--- config.mk ---
export PLATFORM = sky130hd
export DESIGN_NAME = apb_status_regfile
export DESIGN_NICKNAME = d
export VERILOG_FILES = /design/src/rtl/apb_status_regfile.sv
export SDC_FILE = /design/constraint.sdc
export NUM_CORES = 1
export LEC_CHECK = 0
export BUFFER_PORTS_ARGS = -buffer_cell sky130_fd_sc_hd__buf_2
export CAP_MARGIN = 5
export CORE_MARGIN = 3
export CORE_UTILIZATION = 45
export DETAILED_ROUTE_END_ITERATION = 7
export GPL_TIMING_DRIVEN = 1
export PLACE_DENSITY = 0.79
export SETUP_SLACK_MARGIN = 0.4
export SYNTH_ARGS = -nofsm -noshare
export SYNTH_HDL_FRONTEND = slang
export SYNTH_SLANG_ARGS = --single-unit
--- constraint.sdc ---
create_clock -name PCLK -period 2.15 [get_ports PCLK]
set_input_delay 0.43 -clock PCLK [delete_from_list [all_inputs] [get_ports PCLK]]
set_output_delay 0.43 -clock PCLK [all_outputs]
set_load 0.01 [all_outputs]
--- src/rtl/apb_status_regfile.sv ---
// APB register file: NCH read-only status channels, one R/W control word, fixed wait states.
// Optional APB_STATUS_STICKY_EN adds a W1C change-detect STICKY register at NCH+1 and an irq output.
//
// state    | meaning
// ST_IDLE  | no transfer; a setup phase (PSEL & !PENABLE) on the bus is the edge that starts one
// ST_WAIT  | access phase, wait counter running, PREADY low
// ST_READY | response presented (PREADY high), waiting for the completing edge
module apb_status_regfile #(
   parameter int DWIDTH      = 8,
   parameter int NCH         = 4,
   parameter int AWIDTH      = 4,
   parameter int WAIT_CYCLES = 0,
   parameter logic [DWIDTH-1:0] CTRL_RST = '0
) (
   input  logic                    PCLK,
   input  logic                    PRESETn,
   input  logic                    PSEL,
   input  logic                    PENABLE,
   input  logic                    PWRITE,
   input  logic [AWIDTH-1:0]       PADDR,
   input  logic [DWIDTH-1:0]       PWDATA,
   input  logic [NCH*DWIDTH-1:0]   regr_in,
   output logic [DWIDTH-1:0]       ctrl_out,
   output logic [DWIDTH-1:0]       PRDATA,
   output logic                    PREADY,
   output logic                    PSLVERR
`ifdef APB_STATUS_STICKY_EN
   ,
   output logic                    irq
`endif
);

   typedef enum logic [1:0] {ST_IDLE, ST_WAIT, ST_READY} state_t;

   localparam logic [AWIDTH-1:0] A_CTRL    = AWIDTH'(NCH);
   localparam logic [3:0]        WAIT_INIT = 4'(WAIT_CYCLES);

   state_t                       state, state_nxt;
   logic [3:0]                   cnt;
   logic [NCH-1:0][DWIDTH-1:0]   ch_reg;
   logic                         setup, load, complete;
   logic [DWIDTH-1:0]            rd_data;
   logic                         rd_err, wr_ctrl;
   logic                         pend_ctrl;
   logic [DWIDTH-1:0]            pend_data;
`ifdef APB_STATUS_STICKY_EN
   localparam logic [AWIDTH-1:0] A_STICKY = AWIDTH'(NCH + 1);
   logic [NCH-1:0]               sticky, chg, clr;
   logic                         wr_sticky, pend_clr;
`endif

   always_ff @(posedge PCLK) begin
      if (!PRESETn) state <= ST_IDLE;
      else          state <= state_nxt;
   end

   always_comb begin
      setup     = PSEL & ~PENABLE;
      state_nxt = state;
      load      = 1'b0;
      complete  = 1'b0;
      case (state)
         ST_IDLE: begin
            if (setup) begin
               if (WAIT_CYCLES == 0) begin
                  load      = 1'b1;
                  state_nxt = ST_READY;
               end else begin
                  state_nxt = ST_WAIT;
               end
            end
         end
         ST_WAIT: begin
            if (!PSEL) begin
               state_nxt = ST_IDLE;
            end else if (cnt == 4'd1) begin
               load      = 1'b1;
               state_nxt = ST_READY;
            end
         end
         ST_READY: begin
            // Anything other than a proper completion drops the transfer without side effects.
            complete  = PSEL & PENABLE;
            state_nxt = ST_IDLE;
         end
         default: state_nxt = ST_IDLE;
      endcase
   end

   always_comb begin
      rd_data = '0;
      rd_err  = 1'b1;
      wr_ctrl = 1'b0;
`ifdef APB_STATUS_STICKY_EN
      wr_sticky = 1'b0;
`endif
      for (int i = 0; i < NCH; i++) begin
         if (PADDR == AWIDTH'(i) && !PWRITE) begin
            rd_data = ch_reg[i];
            rd_err  = 1'b0;
         end
      end
      if (PADDR == A_CTRL) begin
         rd_err = 1'b0;
         if (PWRITE) wr_ctrl = 1'b1;
         else        rd_data = ctrl_out;
      end
`ifdef APB_STATUS_STICKY_EN
      if (PADDR == A_STICKY) begin
         rd_err = 1'b0;
         if (PWRITE) wr_sticky = 1'b1;
         else        rd_data   = DWIDTH'(sticky);
      end
`endif
   end

`ifdef APB_STATUS_STICKY_EN
   always_comb begin
      clr = (complete && pend_clr) ? pend_data[NCH-1:0] : '0;
      for (int i = 0; i < NCH; i++) chg[i] = ch_reg[i] != regr_in[i*DWIDTH +: DWIDTH];
   end
`endif

   always_ff @(posedge PCLK) begin
      if (!PRESETn) begin
         cnt       <= '0;
         ch_reg    <= '0;
         PREADY    <= 1'b0;
         PRDATA    <= '0;
         PSLVERR   <= 1'b0;
         ctrl_out  <= CTRL_RST;
         pend_ctrl <= 1'b0;
         pend_data <= '0;
`ifdef APB_STATUS_STICKY_EN
         pend_clr  <= 1'b0;
         sticky    <= '0;
         irq       <= 1'b0;
`endif
      end else begin
         ch_reg <= regr_in;
         if (state == ST_IDLE && setup)      cnt <= WAIT_INIT;
         else if (state == ST_WAIT && PSEL)  cnt <= cnt - 4'd1;
         if (load) begin
            PREADY    <= 1'b1;
            PRDATA    <= rd_data;
            PSLVERR   <= rd_err;
            pend_ctrl <= wr_ctrl;
            pend_data <= PWDATA;
`ifdef APB_STATUS_STICKY_EN
            pend_clr  <= wr_sticky;
`endif
         end else if (state == ST_READY) begin
            PREADY    <= 1'b0;
            PRDATA    <= '0;
            PSLVERR   <= 1'b0;
            pend_ctrl <= 1'b0;
`ifdef APB_STATUS_STICKY_EN
            pend_clr  <= 1'b0;
`endif
         end
         if (complete && pend_ctrl) ctrl_out <= pend_data;
`ifdef APB_STATUS_STICKY_EN
         // A change on the clearing edge wins over the W1C.
         sticky <= (sticky & ~clr) | chg;
         irq    <= |(sticky & ctrl_out[NCH-1:0]);
`endif
      end
   end

endmodule
=== Yosys cells after proc, flatten, opt, wreduce, memory -nomap -nowiden ===
Index checks and enable logic that the tools add are counted.

* $add $sub $neg: 1
* Eq/ne operators: 9
* Muxes and demuxes: 28
* Bitwise operators: 4
* Reduce and logical (&&, ||, !) cells: 13

{| class="wikitable"
|+ Operators with widths
! cell !! count
|-
| 8-bit two-way mux || 8
|-
| 1-bit two-way mux || 15
|-
| 4-bit by 1-bit == test with 1-bit output (second input constant) || 2
|-
| 4-bit by 2-bit == test with 1-bit output (second input constant) || 2
|-
| 1-bit logical AND || 7
|-
| 2-bit two-way mux || 3
|-
| 4-bit by 3-bit == test with 1-bit output (second input constant) || 1
|-
| 4-bit zero test || 1
|-
| 2-bit case mux with 2 select lines || 1
|-
| 4-bit by 1-bit subtractor with 4-bit output (second input constant) || 1
|-
| 3-bit inequality test (second input constant) || 1
|-
| 1-bit bitwise AND || 2
|-
| 2-bit by 1-bit == test with 1-bit output (second input constant) || 1
|-
| 2-bit == test (second input constant) || 1
|-
| 2-bit zero test || 1
|-
| 2-bit inequality test (second input constant) || 1
|-
| 1-bit NOT || 2
|-
| 1-bit case mux with 2 select lines || 1
|-
| 2-bit AND reduction || 1
|-
| 2-bit nonzero test || 1
|-
| 2-bit OR reduction || 1
|-
| 1-bit zero test || 1
|}

* Register bits after elaboration: 65
* Logic and storage cells: 67

=== Logic depth before layout (Yosys ltp) ===
Gate-level depths: netlist of the first run.

* Depth in word-level cells: 9
* Depth in mapped cells: 6
* Depth with buffers taken out: 4

=== Least setup slack after synthesis of the first run ===
Ideal clock, no wire load.

* Path kind: input to register
* Start: input PADDR[0]
* End: register PRDATA[6]
* Library setup time: 122 ps
* Data arrival time: 1462 ps
* Required time: 2028 ps
* Slack: 566 ps
* Stages on the path: 5
* Path buffers: 2
* Path through: buf_6 > buf_2 > mux4_2 > and3_1 > a221o_1

* Longest elaborated chain between the ends: 9

{| class="wikitable"
|+ Ends and longest elaborated chain
! what !! line !! text
|-
| start, declared || 20 || <nowiki>input logic [AWIDTH-1:0] PADDR,</nowiki>
|-
| 4-bit zero test || 98 || <nowiki>if (PADDR == AWIDTH'(i) && !PWRITE) begin</nowiki>
|-
| 1-bit logical AND || 98 ||
|-
| 8-bit two-way mux (4 in series) || 98 ||
|-
| 8-bit two-way mux || 105 || <nowiki>if (PWRITE) wr_ctrl = 1'b1;</nowiki>
|-
| 8-bit two-way mux (*) || 103 || <nowiki>if (PADDR == A_CTRL) begin</nowiki>
|-
| 8-bit two-way mux (*) || 143 || <nowiki>if (load) begin</nowiki>
|-
| end signal, assigned || 145 || <nowiki>PRDATA <= rd_data;</nowiki>
|-
| end, declared || 24 || <nowiki>output logic [DWIDTH-1:0] PRDATA,</nowiki>
|}

Mark *: on every way between the ends. The rest lies on a longest branch, timed or not.
A chain may end at the register's enable or synchronous reset.

=== Final worst setup path of the first run ===
* Start: register state[1]
* End: register PRDATA[3]

* Longest elaborated chain between the ends: 3

{| class="wikitable"
|+ Ends and longest elaborated chain
! what !! line !! text
|-
| start, declared || 38 || <nowiki>state_t state, state_nxt;</nowiki>
|-
| start signal, assigned || 54 || <nowiki>else state <= state_nxt;</nowiki>
|-
| 2-bit by 1-bit == test with 1-bit output / 2-bit zero test (equally long branches) || 62 || <nowiki>case (state)</nowiki>
|-
| 1-bit case mux with 2 select lines || 62 ||
|-
| 8-bit two-way mux / 2-bit nonzero test (equally long branches) || n/a ||
|}

Several ways; a longest one is shown, not always the timed one.

==> results of run 1 <==
-- synthesized netlist by cell type (all sizes together), types with 2 or more instances --
master	count
clkbuf	8
nand2	33
and2b	4
buf	4
nand2b	2
a211o	4
mux4	4
a21boi	16
nor2	9
and3	4
and2	32
nand3	4
dfxtp	60
a221o	4
o21ai	12
mux2i	4
a22oi	5
-- how the worst min path moves through the flow --
stage,endpoint,cells past startpoint
finish,ch_reg[3]$_SDFF_PN0_,2
detailed placement,ctrl_out[6]$_SDFFE_PN0P_,2
CTS,ch_reg[3]$_SDFF_PN0_,2
floorplan,ctrl_out[0]$_SDFFE_PN0P_,2
global route,ch_reg[3]$_SDFF_PN0_,2
global placement,PRDATA[2]$_SDFFE_PN0P_,2
-- cell type report --
class	count	area share
repair buffers	69	0.129
multi-input cells	144	0.350
flip-flops and latches	60	0.439
clock buffers	12	0.0530
well taps	65	0.0297
-- logic make-up (layout without fill, tap and decap cells) --
family,Yosys count,count (layout),synth area share
and+or+nand+nor,94,94,0.238
muxes,8,8,0.0587
buffers and inverters,12,81,0.0254
AOI/OAI and AO/OA,42,42,0.136
DFF,60,60,0.542
-- stage by stage --
step	instance area (um2)	hold slack, ns	setup slack, ns	total power [W]
3_3_place_gp	2590	0.436	0.412	0.00136
4_1_cts	2740	0.286	0.617	0.00215
3_5_place_dp	2590	0.444	0.399	0.00136
6_report	2740	0.311	0.609	0.00212
5_1_grt	2740	0.286	0.487	0.00222
2_1_floorplan	2220	0.427	0.566	0.00129
-- report_power, final --
group | total (W) | leakage [nW] | switching (W) | internal [W]
Sequential | 0.00117 | 0.494 | 0.0000152 | 0.00116
Clock | 0.000785 | 0.0743 | 0.000361 | 0.000424
Combinational | 0.000165 | 0.636 | 0.0000761 | 0.0000893
Total | 0.00212 | 1.20 | 0.000452 | 0.00167
-- per-layer routing --
metal,up-vias,share of wire,GRT usage
met5,-,0,0
met4,0,0.023,0.0960
met3,10,0.10,0.0804
met2,65,0.48,0.260
met1,764,0.40,0.191
li1,872,-,-
==> impl_results.md, run 1 <==
- Status: completed
- Detailed Place HPWL: 3.33 mm
- Top_reg_cell synth: dfxtp_1
- Grt ovf: 0
- Hold Vio Cnt, Final: 0
- I/O pins: 67
- Min Tclk post-route: 1.54 ns
- Residual DRC count: 0
- Max reg flops: 32
- CTS tree: built
- Initial antenna violation count: 0
- Largest cells by area after synthesis: dfxtp_1 (54%), and2_1 (9.0%), nand2_1 (5.6%)
- Setup violators final: 0
- Hold Path Origin: regr_in[3]
- Die area: 5800 um2
- Mean area per synthesized cell: 10.3 um2
- Async S/R FF share, synth: 0
- Crit path arrival time: 1.81 ns
- Cells after Synth: 216
- Count of buffers from port buffering: 66
- Final net count: 333
- Worst path required time: 2.41 ns
- Core Box Area: 4560 um2
- Ys Warns: 0
- Critical Path End Type: flop
- Crit path max-delay family: simple AND/OR/NAND/NOR gates
- Root buffer cell: clkbuf_8
- Vias in the first global route: 1,637
- Layout Cells excl Fill: 350
- Synthesized area: 2220 um2
- Layout area overhead: 23.6%
- TritonCTS buffer count: 9
- R2R depth: 3
- Leakage: 1.20 nW
- Post-CTS setup buffer count: 0
- Worst setup path end: PRDATA[3]$_SDFFE_PN0P_
- Initial DRC Count: 68
- RSZ-0062 raised after global routing: false
- Multi-input gate area: 958 um2
- FF-to-FF Start: state[1]$_SDFFE_PN0P_
- CP Launch Type: flop
- Antenna cells: 0
- Reg-to-reg critical path endpoint: PRDATA[3]$_SDFFE_PN0P_
- Maximum VDD drop: 0.368 mV
- Setup Crit Path Kind: reg2reg
- Reg2Reg Setup Slack: 0.61 ns
- Setup crit start: state[1]$_SDFFE_PN0P_
- Clk sinks: 60
- Final antenna-violating net count: 0
- Critical Path, Cell by Cell: nand2b_2 > nor2_1 > a221o_1
- First-pass detailed-route iteration total: 4
- Skew-Pair Late Insertion Delay: 0.32 ns
- # hold bufs at CTS: 0
- Slowest stage cell, crit path: nor2_1
- Syn_nets: 265
- Dpl cells: 338
- Commonest non-fill, non-tap cell in the layout: buf_2
- First-pass GRT wire length: 7.59 mm
- Post-CTS sizing: 0
- Max incr delay on CP: 0.50 ns
- Standard-cell rows: 24
- Crit path max fanout: 12
- DIE WIDTH: 76.2 um
- Reg area: 1200 um2
- Clock slew seen by the registers of the worst setup and hold paths: 0.06 ns
- Gpl congestion: 0.785
- Via density: 4.89
- Pins Over Slew Limit: 0
- Tcrit/Tclk final: 0.717
- PwrDens: 774 nW/um2
- CP bufs+invs: 0
- Fin Setup TNS: 0 ns
- Die Y: 76.2 um
- Share of layout cells above drive strength 1: 0.326
- Max-cap check violation count: 0
- Via count: 1,711
- Synth top area share: 0.542
- Seq/Total Area, Yosys: 0.542
- WL per Instance: 12.9 um
- Clock buffer depth: 2
- Fin util: 0.600
- Rel. slew slack: 0.594
- Gr usage total: 0.168
- Number of synthesized register bits: 60
- Setup Skew: 0.00544 ns
- Critical Path Stages: 3
- Cell taking the most area after synthesis: dfxtp_1
- Library cells used by synthesis: 29
- Pin count of the biggest net entering global routing: 49
- Max Clk Rate: 649 MHz
- Fill cells: 428
- Worst-Margin Slew: 0.607 ns
- Drt total wl: 4.53 mm
- HP Class: in2reg
- Most frequent cells in the layout: buf_2 (66), dfxtp_1 (60), nand2_1 (33)
- CTS HTree Levels: 3
- Initial Util: 0.485
- Post-synth EDFFs: 0
(Power assumes the default switching activity.)
==> inputs of run 2 (changes only) <==
--- a/config.mk
+++ b/config.mk
@@ -5,13 +5,14 @@
 export SDC_FILE = /design/constraint.sdc
 export NUM_CORES = 1
 export LEC_CHECK = 0
+export ABC_AREA = 1
 export BUFFER_PORTS_ARGS = -buffer_cell sky130_fd_sc_hd__buf_2
 export CAP_MARGIN = 5
 export CORE_MARGIN = 3
 export CORE_UTILIZATION = 45
 export DETAILED_ROUTE_END_ITERATION = 7
 export GPL_TIMING_DRIVEN = 1
-export PLACE_DENSITY = 0.79
+export PLACE_DENSITY = 0.81
 export SETUP_SLACK_MARGIN = 0.4
 export SYNTH_ARGS = -nofsm -noshare
 export SYNTH_HDL_FRONTEND = slang
==> constraint.sdc (replaced) <==
create_clock -name PCLK -period 1.3 [get_ports PCLK]
set_input_delay 0.26 -clock PCLK [delete_from_list [all_inputs] [get_ports PCLK]]
set_output_delay 0.26 -clock PCLK [all_outputs]
set_load 0.01 [all_outputs]
==> impl_results.md, run 2 <==
- Status: completed
- Hold Path Origin: regr_in[6]
- Max reg flops: 32 (unchanged)
- Post-synth EDFFs: 0 (unchanged)
- Initial DRC Count: 323 (+380%)
- Largest cells by area after synthesis: dfxtp_1 (49%), nand2_1 (15%), inv_1 (9.3%)
- Critical Path End Type: flop
- R2R depth: 4 (+1)
- Rel. slew slack: 0.702 (+0.108)
- Setup violators final: 0 (unchanged)
- Sw Share: 0.244 (+0.0308)
- Clock slew seen by the registers of the worst setup and hold paths: 0.07 ns (about the same)
- Cell with the most instances after synthesis: nand2_1
- Vias in the first global route: 2,340 (+43%)
- Core Box Area: 5170 um2 (+13%)
- Layout Cells excl Fill: 516 (+47%)
- Hold Path End: ch_reg[6]$_SDFF_PN0_
- Most frequent CP cell: nand2_1
- Pins Over Slew Limit: 0 (unchanged)
- Hold Crit Depth: 3 (+1)
- Sw Pwr: 0.00100 W (+120%)
- Number of synthesized register bits: 60 (unchanged)
- First-pass detailed-route iteration total: 6 (+2)
- Slowest stage cell, crit path: nor2_1
- Fill cells: 346 (-19%)
- RSZ-0062 raised after global routing: true
- Leakage: 1.97 nW (+64%)
- Clock share of power: 0.399 (+0.029)
- Mean area per synthesized cell: 7.22 um2 (-30%)
- Synthesized area: 2430 um2 (+9.8%)
- Layout area overhead: 53.6%
- CTS tree: built
- CP bufs+invs: 2 (+2)
- Tcrit/Tclk final: 0.876
- I/O pins: 67 (unchanged)
- First-pass GRT wire length: 10.7 mm (+41%)
- WL per Instance: 16.3 um (+26%)
- Gpl congestion: 0.806 (+2.7%)
- Reg2Reg Setup Slack: 0.20 ns (-0.41 ns)
- Library cells used by synthesis: 17 (-41%)
- Cells after Synth: 337 (+56%)
- Syn_nets: 386 (+46%)
- Min Tclk post-route: 1.14 ns
- Count of buffers from port buffering: 66 (unchanged)
- Worst-Margin Slew: 0.447 ns (-0.160 ns)
- Pin count of the biggest net entering global routing: 36 (-27%)
- Initial antenna violation count: 0 (unchanged)
- CP Launch Type: input pin
- Detailed Place HPWL: 3.97 mm (+19%)
- Setup Skew: 0.0120 ns (+0.00654 ns)
- Internal power: 0.00311 W (+86%)
- HP Class: in2reg
- Async S/R FF share, synth: 0 (unchanged)
- FF-to-FF Start: state[1]$_SDFFE_PN0P_
- Reg-to-reg critical path endpoint: ctrl_out[6]$_SDFFE_PN0P_
- Residual DRC count: 0 (unchanged)
- Critical Path, Cell by Cell: buf_2 > inv_1 > nor2_1 > nand2_2 > nor2_4 > nand2_1 > nand2_1 > nand2_1 > nand2_1
- Dpl cells: 471 (+39%)
- Commonest non-fill, non-tap cell in the layout: nand2_1
- Crit path arrival time: 1.42 ns (-0.39 ns)
- PwrDens: 1100 nW/um2 (+42%)
- Max incr delay on CP: 0.21 ns (-0.29 ns)
- Flop pwr share: 0.477 (-0.075)
- Antenna cells: 0 (unchanged)
- Place WS: -0.0340 ns (-0.433 ns)
- Top cells by count, synth: nand2_1 (94), dfxtp_1 (60), inv_1 (60)
- Clock buffer depth: 2 (unchanged)
- Top_reg_cell synth: dfxtp_1
- Maximum VDD drop: 0.644 mV (+75%)
- Final antenna-violating net count: 0 (unchanged)
- Drt total wl: 8.43 mm (+86%)
- Die Y: 79.5 um (+4.4%)
- Share of layout cells above drive strength 1: 0.424 (+0.0975)
- Die area: 6320 um2 (+9.0%)
- Combinational share of power: 0.124 (+0.046)
- Grt ovf: 0 (unchanged)
- Fin util: 0.722 (+0.122)
- TritonCTS buffer count: 9 (unchanged)
- Hold Vio Cnt, Final: 0 (unchanged)
- Seq/Total Area, Yosys: 0.494 (-0.0482)
- Setup Crit Path Kind: in2reg
- Via density: 5.35 (+9.5%)
- Synth top area share: 0.494 (-0.0482)
- Final WS setup: 0.162 ns (-0.447 ns)
- Initial Util: 0.470 (-0.0152)
- Max Clk Rate: 879 MHz
- Crit path max-delay family: simple AND/OR/NAND/NOR gates
- Skew-Pair Late Insertion Delay: 0.33 ns (about the same)
- Most frequent cells in the layout: nand2_1 (91), inv_1 (59), buf_2 (47)
- Max-cap check violation count: 0 (unchanged)
- Cell taking the most area after synthesis: dfxtp_1
- Standard-cell rows: 26 (+8.3%)
- Final net count: 492 (+48%)
- Worst path required time: 1.58 ns (-0.83 ns)
- Ys Warns: 0 (unchanged)
- Crit path max fanout: 8 (-4)
- # hold bufs at CTS: 0 (unchanged)
- Gr usage total: 0.224 (+0.0552)
- Via count: 2,761 (+61%)
- CTS HTree Levels: 3 (unchanged)
- DIE WIDTH: 79.5 um (+4.4%)
- Clk sinks: 60 (unchanged)
- Tot Pwr: 0.00411 W (+94%)
- Root buffer cell: clkbuf_8
-- run 2: cell types whose count changed after synthesis, moves of 5 or more --
cell      before  now
nand2_1       33   94
inv_1          0   60
nand4_1        1   34
and2_1        32    0
nor2_1         7   34
a21boi_1      14    0
o21ai_0        8   16
nand3_1        4   10
a22oi_1        5    0
-- run 2: how the worst max path moves through the flow --
stage | start | endpoint | slack [ns] | depth (start not counted)
after floorplan | PADDR[3] | PRDATA[2]$_SDFFE_PN0P_ | 0.28 | 9
after global placement | PADDR[3] | PRDATA[7]$_SDFFE_PN0P_ | -0.01 | 9
after detailed placement | PADDR[3] | PRDATA[0]$_SDFFE_PN0P_ | -0.03 | 9
after CTS | PRDATA[4]$_SDFFE_PN0P_ | PRDATA[4] | 0.25 | 1
after global routing | PADDR[2] | PRDATA[1]$_SDFFE_PN0P_ | 0.13 | 9
final | PADDR[2] | PRDATA[1]$_SDFFE_PN0P_ | 0.16 | 9
-- run 2: stage by stage --
stage	setup TNS, ns	instance area, um2	hold WS, ns
finish	0	3740	0.105
global route	0	3740	0.103
CTS	0	3470	0.0884
detailed placement	-0.126	2890	0.444
global placement	-0.0187	2890	0.438
floorplan	0	2460	0.353
-- run 2: power groups by stage --
stage                     Combinational [W]  Sequential [W]  Clock, W
after global placement             0.000332         0.00198         0
after floorplan                    0.000197         0.00198         0
after detailed placement           0.000340         0.00199         0
after CTS                          0.000404         0.00195   0.00164
final                              0.000511         0.00196   0.00164
after global routing               0.000552         0.00197   0.00174
-- run 2: cells by family (layout without fill, tap and decap cells) --
family          after synthesis  after routing  synth area share
flops                        60             60             0.494
compound gates               20             20            0.0412
simple gates                180            181             0.343
buf+inv                      77            185             0.122
-- run 2: timing repair --
| action | CTS | global route |
|---|---|---|
| pin swaps | 24 | 17 |
| gates resized for setup | 69 | 43 |
| gates cloned | 3 | 2 |
| buffers inserted | 17 | 9 |
| setup endpoints to repair | 44 | 46 |
-- run 2: per-layer routing --
metal | share of wire | up-vias | wire, um | track usage
li1 | - | 1261 | - | -
met1 | 0.37 | 1231 | 3080 | 0.264
met2 | 0.49 | 221 | 4160 | 0.349
met3 | 0.099 | 48 | 838 | 0.0767
met4 | 0.041 | 0 | 347 | 0.132
met5 | 0 | - | 0 | 0
-- run 2: worst reg2reg max path, delay by kind of cell (launching register included) --
family                 cells  cell delay (ns)
buffers and inverters      1             0.21
AND/OR/NAND/NOR            2             0.23
flip-flops                 1             0.38
AO/OA/AOI/OAI              1             0.17
-- run 2: cell type report --
type | count | area (um2) | area share
inverter | 65 | 264 | 0.0707
multi-input combinational | 201 | 1120 | 0.299
tap | 70 | 87.6 | 0.0234
clock inverter | 2 | 35.0 | 0.00938
timing repair buffer | 105 | 837 | 0.224
sequential | 60 | 1230 | 0.329
clock buffer | 12 | 155 | 0.0415
timing repair inverter | 1 | 11.3 | 0.00301
